`config.mk`:
```
export PLATFORM = sky130hd
export DESIGN_NAME = itrx_aib_phy_bsr_ctrl
export DESIGN_NICKNAME = d
export VERILOG_FILES = /design/src/rtl/itrx_aib_phy_bsr_ctrl.sv
export SDC_FILE = /design/constraint.sdc
export NUM_CORES = 1
export LEC_CHECK = 0
export ABC_AREA = 1
export ABC_CLOCK_PERIOD_IN_PS = 2000
export BUFFER_PORTS_ARGS = -buffer_cell sky130_fd_sc_hd__buf_2
export CORE_MARGIN = 1.5
export CORE_UTILIZATION = 51
export CTS_CLUSTER_DIAMETER = 200
export DETAILED_ROUTE_END_ITERATION = 8
export GPL_TIMING_DRIVEN = 0
export PLACE_DENSITY = 0.84
export SLEW_MARGIN = 20
export SYNTH_ARGS = -nofsm -noshare
export SYNTH_HDL_FRONTEND = slang
export SYNTH_SLANG_ARGS = --single-unit
```
`constraint.sdc`:
```
create_clock -name clk -period 2 [get_ports clk]
set_input_delay 0.3 -clock clk [delete_from_list [all_inputs] [get_ports clk]]
set_output_delay 0.3 -clock clk [all_outputs]
set_load 0.005 [all_outputs]
```
`src/rtl/itrx_aib_phy_bsr_ctrl.sv`:
```
// Boundary-scan chain sequencer: optional capture pulse, then a CHAIN_LEN-bit
// shift that writes wr_data into the AIB boundary cells and reads their old content.
module itrx_aib_phy_bsr_ctrl #(
    parameter int CHAIN_LEN = 16,
    parameter int DIV       = 2
) (
    input  logic                 clk,
    input  logic                 rst,
    input  logic                 start,
    input  logic                 cap_en,
    input  logic                 intest_req,
    input  logic                 mode_req,
    input  logic [CHAIN_LEN-1:0] wr_data,
    input  logic                 so,
    output logic                 jtag_clkdr,
    output logic                 jtag_scan_en,
    output logic                 jtag_intest,
    output logic                 jtag_mode,
    output logic                 si,
    output logic [CHAIN_LEN-1:0] rd_data,
    output logic                 busy,
    output logic                 done
);
    localparam int              BW       = $clog2(CHAIN_LEN + 1);
    localparam logic [3:0]      PH_LAST  = 4'(DIV - 1);
    localparam logic [BW-1:0]   BIT_LAST = BW'(CHAIN_LEN - 1);

    typedef enum logic [1:0] {IDLE, CAPTURE, SHIFT, FINISH} state_t;

    state_t               state, state_nxt;
    logic [3:0]           ph_cnt, ph_cnt_nxt;
    logic [BW-1:0]        bit_cnt, bit_cnt_nxt;
    logic [CHAIN_LEN-1:0] sh, sh_nxt, rd_nxt;
    logic                 clkdr_nxt, scan_en_nxt, intest_nxt, mode_nxt, si_nxt;
    logic                 busy_nxt, done_nxt;
    logic                 phase_end, pulse_end, last_bit;

    assign phase_end = (ph_cnt == PH_LAST);
    assign pulse_end = phase_end && jtag_clkdr;
    assign last_bit  = (bit_cnt == BIT_LAST);

    always_ff @(posedge clk or posedge rst) begin
        if (rst) begin
            state        <= IDLE;
            ph_cnt       <= '0;
            bit_cnt      <= '0;
            sh           <= '0;
            rd_data      <= '0;
            jtag_clkdr   <= 1'b0;
            jtag_scan_en <= 1'b0;
            jtag_intest  <= 1'b0;
            jtag_mode    <= 1'b0;
            si           <= 1'b0;
            busy         <= 1'b0;
            done         <= 1'b0;
        end else begin
            state        <= state_nxt;
            ph_cnt       <= ph_cnt_nxt;
            bit_cnt      <= bit_cnt_nxt;
            sh           <= sh_nxt;
            rd_data      <= rd_nxt;
            jtag_clkdr   <= clkdr_nxt;
            jtag_scan_en <= scan_en_nxt;
            jtag_intest  <= intest_nxt;
            jtag_mode    <= mode_nxt;
            si           <= si_nxt;
            busy         <= busy_nxt;
            done         <= done_nxt;
        end
    end

    always_comb begin
        state_nxt = state;
        case (state)
            IDLE:    if (start) state_nxt = cap_en ? CAPTURE : SHIFT;
            CAPTURE: if (pulse_end) state_nxt = SHIFT;
            SHIFT:   if (pulse_end && last_bit) state_nxt = FINISH;
            FINISH:  state_nxt = IDLE;
            default: state_nxt = IDLE;
        endcase
    end

    // sh holds the data still to be shifted out on si; so samples enter at the
    // LSB end as bits leave the MSB end, so after the last pulse it is the read word.
    always_comb begin
        ph_cnt_nxt  = ph_cnt;
        bit_cnt_nxt = bit_cnt;
        sh_nxt      = sh;
        rd_nxt      = rd_data;
        clkdr_nxt   = jtag_clkdr;
        scan_en_nxt = jtag_scan_en;
        intest_nxt  = jtag_intest;
        mode_nxt    = jtag_mode;
        si_nxt      = si;
        busy_nxt    = busy;
        done_nxt    = 1'b0;
        case (state)
            IDLE: begin
                if (start) begin
                    sh_nxt      = wr_data;
                    ph_cnt_nxt  = '0;
                    bit_cnt_nxt = '0;
                    clkdr_nxt   = 1'b0;
                    scan_en_nxt = !cap_en;
                    si_nxt      = cap_en ? 1'b0 : wr_data[CHAIN_LEN-1];
                    intest_nxt  = intest_req;
                    mode_nxt    = mode_req;
                    busy_nxt    = 1'b1;
                end
            end
            CAPTURE, SHIFT: begin
                if (phase_end) begin
                    ph_cnt_nxt = '0;
                    clkdr_nxt  = ~jtag_clkdr;
                    if (state == SHIFT && !jtag_clkdr)
                        sh_nxt = {sh[CHAIN_LEN-2:0], so};
                    if (jtag_clkdr) begin
                        if (state == CAPTURE) begin
                            scan_en_nxt = 1'b1;
                            si_nxt      = sh[CHAIN_LEN-1];
                        end else if (last_bit) begin
                            bit_cnt_nxt = '0;
                            rd_nxt      = sh;
                            scan_en_nxt = 1'b0;
                            intest_nxt  = 1'b0;
                            si_nxt      = 1'b0;
                            busy_nxt    = 1'b0;
                            done_nxt    = 1'b1;
                        end else begin
                            bit_cnt_nxt = bit_cnt + BW'(1);
                            si_nxt      = sh[CHAIN_LEN-1];
                        end
                    end
                end else begin
                    ph_cnt_nxt = ph_cnt + 4'd1;
                end
            end
            default: ;
        endcase
    end
endmodule

```
==> results.json <==
{
  "cts-root-buf": "clkbuf_8",
  "cts-buffers-inserted": 5,
  "syn_to_final_growth_pct": 18.8,
  "ys_async_sr_fraction_pct": 100,
  "worst_r2r_path_depth": 8,
  "overflow": 0,
  "hold_viol_final": 0,
  "cpMaxStageDelayCell": "ha_2",
  "nets": 385,
  "gp_congestion": 0.801,
  "drc": 0,
  "globalRouteMet3Util_pct": 4.78,
  "cts.sinks": 50,
  "ys_seq_area_share_pct": 52.1,
  "dp.cells": 396,
  "ios": 46,
  "setup.worst_path.end": "sh[8]$_DFFE_PP0P_",
  "dp_hpwl_um": 3750,
  "min_path_type": "primary input to async pin",
  "status": "complete, no violations",
  "ys_types": 26,
  "synth_top_area_share_pct": 52.1,
  "path_buf_inv": 3,
  "stdcell_count": 407,
  "start_kind": "register",
  "crit_fanout": 10,
  "synth_edf_count": 0,
  "clock_path_buffers": 2,
  "required_ns": 2.18,
  "p_int_uw": 2400,
  "dieArea_mm2": 0.00513,
  "worst_pin_slew_ns": 0.630,
  "synthTopCellsByArea": "dfrtp_1 (52%), nand2_1 (17%), o21ai_0 (8.6%), inv_1 (5.0%), ha_1 (3.6%)",
  "wl_per_cell_um": 12.6,
  "arrival_ns": 2.05,
  "clock_skew_ns": 0.00958,
  "path_cells": "inv_1 -> ha_2 -> inv_2 -> o21ai_4 -> nand2_4 -> nor2_4 -> buf_6 -> o21ai_0",
  "grt_max_degree": 29,
  "period_share_pct": 93.6,
  "crit_cells": 8,
  "start_util_pct": 54.0,
  "max_stage_delay_ns": 0.39,
  "period_needed_ns": 1.87,
  "synth_common_cells": "nand2_1 (111), dfrtp_1 (50), o21ai_0 (41)",
  "fp.coreArea_mm2": 0.00444,
  "synth_ff_type": "dfrtp_1",
  "critical_path_class": "register to register",
  "ir_worst_vdd_mv": 1.06,
  "setup_viol": 0,
  "synth_area_per_cell_um2": 8.05,
  "synth-warning-count": 0,
  "rr_endpoint": "sh[8]$_DFFE_PP0P_",
  "die_h_um": 71.6,
  "drive_above_1_share_pct": 21.1,
  "critPathLaunch": "state[1]$_DFFE_PP0P_",
  "ys_ff_latch": 50,
  "grt_use_met2_pct": 38.6,
  "grt_pass1_wl_um": 8690,
  "tritoncts": "yes",
  "final_cell_area_mm2": 0.00285,
  "antenna_found_initial": 0,
  "firstDrtPassIters": 6,
  "combPwrFrac_pct": 53.1,
  "syn_area_mm2": 0.00240,
  "grt_util_met1_pct": 26.3,
  "drt-initial-drc-count": 243,
  "viasPerCell": 5.20,
  "clock.fmax_mhz": 534,
  "crit_family": "adder cells",
  "antenna_cells": 0,
  "drtAntennaViolNets": 0,
  "leakage_uw": 0.00159,
  "power.share.clock_pct": 12.9,
  "grt_pass1_vias": 2017,
  "placed_area_mm2": 0.00272,
  "yosysMostFrequentCell": "nand2_1",
  "setup_tns_ns": 0,
  "r2r_slack_ns": 0.13,
  "vias": 2117,
  "clk_pin_slew_ns": 0.10,
  "r2r-start": "state[1]$_DFFE_PP0P_",
  "dieWidth_um": 71.6,
  "grt_use_total_pct": 21.5,
  "hold_ws_ns": 0.0659,
  "p_switching_uw": 2020,
  "synthCells": 298,
  "routed_wl_um": 5140,
  "cp-end-kind": "register",
  "switching_share_pct": 45.7,
  "io_buffers": 45,
  "insertion_delay_ns": 0.31,
  "busiest_layer": "met2",
  "relSlewSlack_pct": 57.9,
  "p_seq_share_pct": 34.0,
  "cap_violations": 0,
  "synth_area_leader_cell": "dfrtp_1",
  "rows": 24,
  "slew_viol_final": 0,
  "hold_buffers": 0,
  "pwr_density_cell_mw_per_mm2": 1550,
  "h-tree-depth": 2,
  "syn_nets": 328
}
## registers in the layout (all words and copies together) (netlist names)
signal	count
bit_cnt	5
busy	1
done	1
jtag_clkdr	1
jtag_intest	1
jtag_mode	1
jtag_scan_en	1
ph_cnt	4
rd_data	16
sh	16
si	1
state	2
## how the worst min path moves through the flow
stage                               end  slack (ns)  cells after the start
6_report         rd_data[9]$_DFFE_PP0P_        0.07                      2
2_1_floorplan   jtag_intest$_DFFE_PP0P_        0.42                      2
5_1_grt          rd_data[9]$_DFFE_PP0P_        0.12                      2
4_1_cts          rd_data[9]$_DFFE_PP0P_        0.08                      2
3_3_place_gp    jtag_intest$_DFFE_PP0P_        0.46                      2
3_5_place_dp   jtag_scan_en$_DFFE_PP0P_        0.42                      2
## stage by stage
stage / utilization (%) / worst slack [ns] / power (µW)
after floorplan: - / 0.276 / 3120
after global placement: 60.5 / -0.0894 / 3590
after detailed placement: 61.1 / -0.0464 / 3690
after CTS: 63.3 / 0.0191 / 4280
after global routing: 64.1 / -0.0246 / 4830
final: 64.1 / 0.128 / 4420
## timing repair
action / in CTS / in global routing
pin swaps: 1 / 2
setup endpoints to repair: 13 / 38
resized for setup: 2 / 6
setup buffers: 1 / 3
## cell usage in the layout (no fill, tap or decap), types with 2 or more instances in the layout
cell type / count
clkinvlp_4: 2
inv_1: 31
buf_2: 45
buf_6: 2
inv_2: 2
o21ai_0: 41
clkbuf_8: 5
ha_1: 6
a21oi_1: 6
nand4_1: 5
buf_4: 4
nor2_1: 13
dfrtp_1: 50
clkbuf_2: 4
clkbuf_1: 3
nand3_1: 6
nand2_2: 2
nand2_1: 110
o21ai_1: 5
## cell families after synthesis
family                     share of synthesized area, %
and+or+nand+nor                                    23.5
buffers and inverters                              6.93
xor gates and xnor gates                          0.730
muxes                                             0.469
DFF                                                52.1
adders and majority gates                          3.65
AOI/OAI and AO/OA                                  12.6
## power groups by stage
| stage | registers (µW) | logic [µW] | clock network, µW |
|---|---|---|---|
| detailed placement | 1510 | 2180 | 0 |
| global placement | 1500 | 2090 | 0 |
| finish | 1500 | 2350 | 571 |
| global route | 1530 | 2670 | 629 |
| CTS | 1490 | 2210 | 582 |
| floorplan | 1480 | 1650 | 0 |
## final cells by class
type / count / area [µm²]
Fill cell: 392 / 1590
Tap cell: 52 / 65.1
Clock buffer: 5 / 68.8
Inverter: 33 / 124
Multi-Input combinational cell: 206 / 990
Timing Repair Buffer: 50 / 283
Clock inverter: 2 / 15.0
Sequential cell: 50 / 1250
Buffer: 9 / 53.8
## routing by layer
layer	routed length, µm	share of wire [%]
met1	2350	46
met4	56	1.1
met5	0	0
met3	202	3.9
met2	2540	49
(Power assumes the default switching activity.)
